$ cat config.mk
export PLATFORM = sky130hd
export DESIGN_NAME = mem_bus_router
export DESIGN_NICKNAME = d
export VERILOG_FILES = /design/src/rtl/mem_bus_router.sv
export SDC_FILE = /design/constraint.sdc
export NUM_CORES = 1
export LEC_CHECK = 0
export CAP_MARGIN = 20
export CORE_MARGIN = 3
export CORE_UTILIZATION = 45
export CTS_CLUSTER_SIZE = 10
export DETAILED_ROUTE_END_ITERATION = 10
export GPL_TIMING_DRIVEN = 1
export PLACE_DENSITY = 0.87
export SETUP_SLACK_MARGIN = 0.02
export SYNTH_ARGS = -nofsm -noshare
export SYNTH_HDL_FRONTEND = slang
export SYNTH_SLANG_ARGS = --single-unit
$ cat constraint.sdc
create_clock -name cpu_clk -period 7.1 [get_ports cpu_clk]
set_input_delay 1.065 -clock cpu_clk [delete_from_list [all_inputs] [get_ports cpu_clk]]
set_output_delay 1.065 -clock cpu_clk [all_outputs]
set_load 0.05 [all_outputs]
$ cat src/rtl/mem_bus_router.sv
// ------------------------------------------------------------------------
// mem_bus_router: decodes CPU address into NREG device regions and runs the
// CPU handshake; optional bus timeout enabled by ROUTER_TIMEOUT_EN. Rev 1.0
// ------------------------------------------------------------------------
`default_nettype none

module mem_bus_router #(
  parameter int unsigned          NREG    = 4,
  parameter int unsigned          AW      = 16,
  parameter int unsigned          DW      = 16,
  parameter logic [NREG*AW-1:0]   BASES   = {16'hFFFF, 16'h4C00, 16'h1000, 16'h0001},
  parameter int unsigned          TIMEOUT = 255
) (
  input  logic                 cpu_clk,
  input  logic                 rst,
  input  logic [AW-1:0]        addr,
  input  logic [DW-1:0]        wdata,
  input  logic                 read,
  input  logic                 write,
  output logic [DW-1:0]        rdata,
  output logic                 busy,
  output logic                 ready,
  output logic                 err,
  input  logic                 err_clr,
  output logic [AW-1:0]        dev_addr,
  output logic [DW-1:0]        dev_wdata,
  output logic [NREG-1:0]      dev_read,
  output logic [NREG-1:0]      dev_write,
  input  logic [NREG*DW-1:0]   dev_rdata,
  input  logic [NREG-1:0]      dev_ready
);

  localparam int unsigned RW = (NREG > 1) ? $clog2(NREG) : 1;

  typedef enum logic [1:0] {
    S_IDLE = 2'd0,
    S_ACC  = 2'd1,
    S_RESP = 2'd2
  } state_t;

  state_t          state_q, state_d;
  logic [RW-1:0]   region_q, region_d;
  logic            wr_q, wr_d;
  logic [AW-1:0]   dev_addr_q, dev_addr_d;
  logic [DW-1:0]   dev_wdata_q, dev_wdata_d;
  logic [DW-1:0]   rdata_q, rdata_d;
  logic            err_q, err_d;
  logic            w_err_set;

  logic            w_mapped;
  logic [RW-1:0]   w_region;
  logic [AW-1:0]   w_base;
  logic [NREG-1:0] w_sel_oh;

`ifdef ROUTER_TIMEOUT_EN
  localparam logic [7:0] TO_LIM = 8'(TIMEOUT);
  logic [7:0]      cnt_q, cnt_d;
`else
  logic            unused_timeout;
  assign unused_timeout = ^TIMEOUT;
`endif

  // Bases ascend, so the last matching region is the highest one.
  always_comb begin
    w_mapped = 1'b0;
    w_region = '0;
    w_base   = '0;
    for (int i = 0; i < NREG; i++) begin
      if (addr >= BASES[i*AW +: AW]) begin
        w_mapped = 1'b1;
        w_region = RW'(i);
        w_base   = BASES[i*AW +: AW];
      end
    end
  end

  assign w_sel_oh = NREG'(1) << region_q;

  always_comb begin
    state_d     = state_q;
    region_d    = region_q;
    wr_d        = wr_q;
    dev_addr_d  = dev_addr_q;
    dev_wdata_d = dev_wdata_q;
    rdata_d     = rdata_q;
    w_err_set   = 1'b0;
`ifdef ROUTER_TIMEOUT_EN
    cnt_d       = cnt_q;
`endif
    case (state_q)
      S_IDLE: begin
        if (read || write) begin
          region_d    = w_region;
          wr_d        = write;
          dev_addr_d  = addr - w_base;
          dev_wdata_d = wdata;
          rdata_d     = '0;
`ifdef ROUTER_TIMEOUT_EN
          cnt_d       = '0;
`endif
          if (w_mapped) begin
            state_d = S_ACC;
          end else begin
            state_d   = S_RESP;
            w_err_set = 1'b1;
          end
        end
      end
      S_ACC: begin
`ifdef ROUTER_TIMEOUT_EN
        cnt_d = cnt_q + 8'd1;
`endif
        if (dev_ready[region_q]) begin
          rdata_d = wr_q ? '0 : dev_rdata[region_q*DW +: DW];
          state_d = S_RESP;
        end
`ifdef ROUTER_TIMEOUT_EN
        else if (cnt_d == TO_LIM) begin
          rdata_d   = '0;
          state_d   = S_RESP;
          w_err_set = 1'b1;
        end
`endif
      end
      S_RESP: begin
        if (!read && !write) begin
          state_d = S_IDLE;
        end
      end
      default: state_d = S_IDLE;
    endcase
  end

  // A new error outranks a simultaneous clear request.
  always_comb begin
    err_d = err_q;
    if (err_clr) err_d = 1'b0;
    if (w_err_set) err_d = 1'b1;
  end

  always_ff @(posedge cpu_clk) begin
    if (rst) begin
      state_q     <= S_IDLE;
      region_q    <= '0;
      wr_q        <= 1'b0;
      dev_addr_q  <= '0;
      dev_wdata_q <= '0;
      rdata_q     <= '0;
      err_q       <= 1'b0;
`ifdef ROUTER_TIMEOUT_EN
      cnt_q       <= '0;
`endif
    end else begin
      state_q     <= state_d;
      region_q    <= region_d;
      wr_q        <= wr_d;
      dev_addr_q  <= dev_addr_d;
      dev_wdata_q <= dev_wdata_d;
      rdata_q     <= rdata_d;
      err_q       <= err_d;
`ifdef ROUTER_TIMEOUT_EN
      cnt_q       <= cnt_d;
`endif
    end
  end

  assign rdata     = rdata_q;
  assign busy      = (state_q == S_ACC);
  assign ready     = (state_q == S_RESP);
  assign err       = err_q;
  assign dev_addr  = dev_addr_q;
  assign dev_wdata = dev_wdata_q;
  assign dev_read  = ((state_q == S_ACC) && !wr_q) ? w_sel_oh : '0;
  assign dev_write = ((state_q == S_ACC) &&  wr_q) ? w_sel_oh : '0;

endmodule

`default_nettype wire
==> summary.txt, run 1 <==
STA
  • RSZ-0062 raised after global routing: no
  • Crit path time final: roughly 4000 ps
  • Setup TNS Final: 0 ps
  • Hold Fails Final Rpt: 0
  • Worst Tran Pin Value: about 1100 ps
  • Fmax: approximately 240 MHz
  • Tcrit/Tclk final: between 50% and 60%
  • Final setup fails: 0
  • Slew Viols, Final: 0
  • Worst clock skew: approximately 3.5 ps
  • Rel. slew slack: between 20 and 30%
  • PnR worst setup slack: around 3000 ps

Clock tree
  • Resized cells post-CTS: 0
  • CTS Buf Count: 5
  • Worst-path clk slew: 90 ps
  • Setup repair bufs after CTS: 0
  • CTS root buffer: clkbuf_8
  • Clock Sinks: 54
  • Hold Buf Count CTS: 0
  • TritonCTS clock tree: yes
  • Clock Path Buffers: 2
  • Htree depth: 2
  • Clk_lat worst skew: 310 ps

Placed design
  • Gpl congestion: approximately 0.84
  • DP HPWL: roughly 8900 um
  • Setup WS pre-CTS: about 2600 ps
  • Port Buf Inserts: 163

Yosys
  • Sequential-to-total area share from yosys stat: between 30% and 40%
  • YS warnings: 0
  • Synth cell types: 51
  • Fraction of registers with async set/reset: 0%
  • Top cell type's share of synthesized area: a little under a third
  • Syn Inst Count: 394
  • Top cells by area, synth: dfxtp_1 32%, mux4_2 11%, a21oi_1 7.2%, nand2_1 5.9%, ha_1 5.9%
  • Syn Area/Cell: roughly 8.7 um2
  • Top_reg_cell synth: dfxtp_1
  • Number of synthesized register bits: 54
  • Area leader, netlist: dfxtp_1
  • Syn_nets: 515
  • Number of flops mapped to enable cells by yosys: 0
  • Synthesized area: between 3000 and 4000 um2

Die
  • Height of the chip: ~93 um
  • Num ports: 164
  • Die extent in x: around 93 um
  • Core area: ~7300 um2
  • FP Rows: 31
  • Die area: 8680 um2
  • Initial Util: between 40% and 50%

Layout
  • Commonest non-fill, non-tap cell in the layout: clkdlybuf4s50_1
  • Share of cells above drive strength 1: slightly above 8%
  • Area delta synth->final: 51.4%
  • Most frequent cells in the layout: 162 x clkdlybuf4s50_1, 54 x nand2_1, 54 x dfxtp_1
  • N_diodes: 0
  • NumNets Final: approximately 660
  • Post-route core utilization: a little over two thirds

Pwr
  • Pleak: around 1.9 nW
  • Max IR drop VDD: 0.129 mV
  • Pwr Density: slightly below 200 nW/um2

Worst setup path
  • Reg-to-Reg Start: region_q[1]
  • Worst Path Required: around 7300 ps
  • CP startpoint kind: input port
  • Worst Setup End Kind: flop
  • CP Launch Point: addr[15]
  • Setup crit end: dev_addr[8]
  • Worst Setup Path Type: in2reg
  • R2r endpoint: rdata[0]
  • R2r setup slk: 4670 ps
  • Max Fanout on Critical Path: 13
  • Arr. time, crit path: about 4300 ps
  • Cells on worst reg2reg path: 6

Worst hold path
  • Hold WC Path Type: reg2reg

Flow run
  • MaxCap Viol Count: 0

Global routing
  • Initial antenna violation count: 0
  • Tot GR Track Use: around 25%
  • GRT overflow: 0
  • Global-route wire length before repair: 17,600 um
  • Largest net degree at the start of global routing: roughly 70
  • Number of global-route vias before repair: ~3,500

Routing
  • Total wire length: ~11,000 um
  • Vias: ~3,600
  • Routed len/inst: between 15 and 20 um
  • Initial drt markers: slightly below 200
  • Routed vias/inst: 5.57
  • Residual DRC: 0
  • ANT nets after route: 0
  • Pre-antenna DRT Iters: 4

Outcome
  • Status: complete, no violations
state kept, by name (all words and copies together), names as in the netlist:
register	flops
region_q	2
err	1
state_q	2
dev_addr	16
wr_q	1
rdata	16
dev_wdata	16
final cells by class:
cell class,instances,area (um2)
multi-input combinational,309,2200
fill,593,2150
timing repair buffer,167,1670
sequential,54,1080
tap,99,124
clock buffer,6,72.6
inverter,5,18.8
clock inverter,1,7.51
layer usage:
layer  track usage (%)  wire length (um)
met5                 0                 0
met4              6.96               233
met3              6.36               895
met2              47.3              5760
met1              28.8              4510
worst max-delay path, cell delays in order:
cell             delay [ps]
clkdlybuf4s50_1         550
nand4_1                 120
or4_1                   780
ha_1                    420
nor2b_1                 170
o2111ai_1               350
a21boi_0                180
o41ai_1                 370
mux2i_1                 240
nand2_1                  60
synth_stat cells (all sizes together) (3+ instances only):
library cell,instances
o21ai,12
inv,5
nor3b,19
buf,8
nor3,9
nand2,54
o21a,6
ha,16
o21bai,3
nand3,3
nand3b,12
a211oi,9
nor2,39
nand2b,5
clkbuf,18
mux4,17
nor2b,6
a21boi,3
xor2,3
nor4,5
dfxtp,54
xnor2,3
a21oi,49
nand4,6
a211o,4
stage by stage:
stage / std cells / total power, W / instance area (um2) / hold slack [ps]
global placement: 633 / 0.000824 / 5080 / 441
finish: 641 / 0.000999 / 5180 / 458
floorplan: 394 / 0.000670 / 3420 / 478
global route: 641 / 0.00105 / 5180 / 482
detailed placement: 633 / 0.000835 / 5080 / 447
CTS: 640 / 0.00100 / 5160 / 460
worst min path at each step:
stage                   from             to  slack, ps  cells past startpoint
4_1_cts        dev_wdata[13]  dev_wdata[13]        460                      2
2_1_floorplan           wr_q           wr_q        480                      2
3_5_place_dp   dev_wdata[13]  dev_wdata[13]        450                      2
3_3_place_gp     dev_addr[2]    dev_addr[2]        440                      2
6_report       dev_wdata[13]  dev_wdata[13]        460                      2
5_1_grt          dev_addr[2]    dev_addr[2]        480                      2
kinds of logic (layout without fill, tap and decap cells):
logic type | Yosys count | count (layout) | share of synthesized area (%)
buffers and inverters | 31 | 179 | 4.06
muxes | 19 | 19 | 11.8
and+or+nand+nor | 166 | 166 | 26.4
xor gates and xnor gates | 6 | 6 | 1.54
adders and majority gates | 16 | 16 | 5.85
AOI/OAI and AO/OA | 102 | 102 | 18.7
DFF | 54 | 54 | 31.6
power breakdown:
group | switching [W] | leakage (nW) | internal (W)
clock | 0.000101 | 0.0373 | 0.0000680
sequential | 0.0000253 | 0.443 | 0.000336
combinational | 0.000270 | 1.37 | 0.000198
total | 0.000397 | 1.85 | 0.000602
Power figures use the tool's default switching activity.
==> run 2, diff against run 1 <==
Settings changed: CORE_UTILIZATION 45 to 41, PLACE_DENSITY 0.87 to 0.81.
Clock period 7.1 ns to 4.21 ns, I/O delays scaled along.
==> summary.txt, run 2 (synthesized netlist as in run 1, its figures left out) <==
STA
  • Fmax: ~270 MHz
  • Hold Fails Final Rpt: 0 (unchanged)
  • Setup TNS Final: 0 ps (unchanged)
  • Rel. slew slack: 37.6% (+7.8 points)
  • Worst clock skew: 3.99 ps (+0.490 ps)
  • Fin Hold WS: 456 ps (-1.54 ps)
  • Slew Viols, Final: 0 (unchanged)
  • Crit path time final: around 3600 ps
  • RSZ-0062 raised after global routing: no
  • Final setup fails: 0 (unchanged)
  • Worst Tran Pin Value: 936 ps (-117 ps)
  • Tcrit/Tclk final: 86.6%

Die
  • Height of the chip: 97.3 um (+4.5%)
  • Num ports: 164 (unchanged)
  • Die extent in x: 97.3 um (+4.5%)
  • Core area: 7930 um2 (+8.1%)
  • Die area: 9470 um2 (+9.1%)
  • FP Rows: 32 (+3.2%)
  • Initial Util: 43.1% (-3.5 points)

Worst setup path
  • Worst Setup Path Type: in2reg
  • Worst Path Required: 4430 ps (-2870 ps)
  • CP startpoint kind: input port
  • Worst Setup End Kind: flop
  • Arr. time, crit path: 3860 ps (-450 ps)
  • Max Fanout on Critical Path: 13 (unchanged)

Worst hold path
  • Hold WC Path Type: reg2reg

Clock tree
  • Hold Buf Count CTS: 0 (unchanged)
  • Clock Sinks: 54 (unchanged)
  • Resized cells post-CTS: 0 (unchanged)
  • TritonCTS clock tree: yes
  • Htree depth: 2 (unchanged)
  • CTS root buffer: clkbuf_8
  • CTS Buf Count: 5 (unchanged)
  • Setup repair bufs after CTS: 0 (unchanged)
  • Clk_lat worst skew: 310 ps (about the same)
  • Worst-path clk slew: 90 ps (about the same)
  • Clock Path Buffers: 2 (unchanged)

Layout
  • Commonest non-fill, non-tap cell in the layout: clkdlybuf4s50_1
  • N_diodes: 0 (unchanged)
  • Share of cells above drive strength 1: 9.14% (+0.84 points)
  • Most frequent cells in the layout: 162 x clkdlybuf4s50_1, 54 x nand2_1, 54 x dfxtp_1
  • Fillers: 639 (+7.8%)
  • Area delta synth->final: 53.0%
  • NumNets Final: 667 (+0.60%)

Global routing
  • GRT overflow: 0 (unchanged)
  • Global-route wire length before repair: 17,900 um (+1.4%)
  • Tot GR Track Use: 22.9% (-2.6 points)
  • Initial antenna violation count: 0 (unchanged)
  • Largest net degree at the start of global routing: 69 (unchanged)
  • Number of global-route vias before repair: 3,512 (-0.79%)

Routing
  • ANT nets after route: 0 (unchanged)
  • Total wire length: 11,000 um (-3.6%)
  • Vias: 3,550 (-0.56%)
  • Initial drt markers: 145 (-27%)
  • Residual DRC: 0 (unchanged)
  • Routed len/inst: 16.9 um (-4.8%)
  • Pre-antenna DRT Iters: 4 (unchanged)
  • Routed vias/inst: 5.47 (-1.8%)

Placed design
  • Port Buf Inserts: 163 (unchanged)
  • Gpl congestion: 0.882 (+5.6%)
  • DP HPWL: 8670 um (-3.1%)

Pwr
  • Clock network fraction of total power: 16.9% (about the same)
  • Pwr Density: 323 nW/um2 (+68%)
  • Seq pwr share: 35.3% (-0.9 points)
  • Internal: 0.00103 W (+71%)
  • Comb power frac: 47.7% (+0.8 points)
  • Max IR drop VDD: 0.196 mV (+52%)
  • Switching Share: 39.2% (-0.48 points)
  • Sw power: 0.000663 W (+67%)
  • Pleak: 1.89 nW (+1.8%)

Flow run
  • MaxCap Viol Count: 0 (unchanged)

Outcome
  • Status: complete, no violations
run 2: final cells by class:
type | instances | area (um2) | share of cell area (%)
timing repair buffer | 171 | 1710 | 32.8
tap | 102 | 128 | 2.44
clock buffer | 6 | 72.6 | 1.39
clock inverter | 2 | 13.8 | 0.263
sequential | 54 | 1080 | 20.7
inverter | 5 | 18.8 | 0.359
multi-input combinational | 309 | 2200 | 42.1
run 2: critical path: stages:
cell             delay [ps]
clkdlybuf4s50_1         530
nand4_1                 110
or4_1                   770
ha_1                    420
nor2b_1                 200
o2111ai_1               220
o211ai_1                380
o22ai_1                 170
xor2_1                  160
a211oi_1                260
run 2: metal layers:
metal / up-vias / track usage (%) / part of all wire (%) / wire (um)
li1: 1745 / - / - / -
met1: 1651 / 26.0 / 40 / 4360
met2: 142 / 41.8 / 51 / 5560
met3: 12 / 6.82 / 8.0 / 877
met4: 0 / 6.18 / 1.8 / 195
met5: - / 0 / 0 / 0
run 2: power groups by stage:
stage          registers [W]  logic (W)  clock network, W
5_1_grt             0.000606   0.000866          0.000318
6_report            0.000598   0.000807          0.000286
3_5_place_dp        0.000610   0.000800                 0
4_1_cts             0.000599   0.000803          0.000301
2_1_floorplan       0.000775   0.000355                 0
3_3_place_gp        0.000608   0.000787                 0
run 2: worst paths after layout:
kind	cells past startpoint	to	slack, ps	start
worst min-delay path	2	dev_wdata[13]	460	dev_wdata[13]
worst min register to register	2	dev_wdata[13]	460	dev_wdata[13]
worst max-delay path	10	dev_addr[10]	560	addr[14]
worst max register to register	7	rdata[2]	2060	region_q[0]
run 2: metrics by stage:
stage / util (%) / std cells / power (W) / setup WS (ps) / area (um2)
2_1_floorplan: - / 394 / 0.00113 / 849 / 3420
3_3_place_gp: 64.4 / 639 / 0.00140 / 416 / 5100
3_5_place_dp: 64.4 / 639 / 0.00141 / 293 / 5100
4_1_cts: 65.5 / 647 / 0.00170 / 628 / 5190
5_1_grt: 66.0 / 649 / 0.00179 / 420 / 5230
6_report: 66.0 / 649 / 0.00169 / 563 / 5230
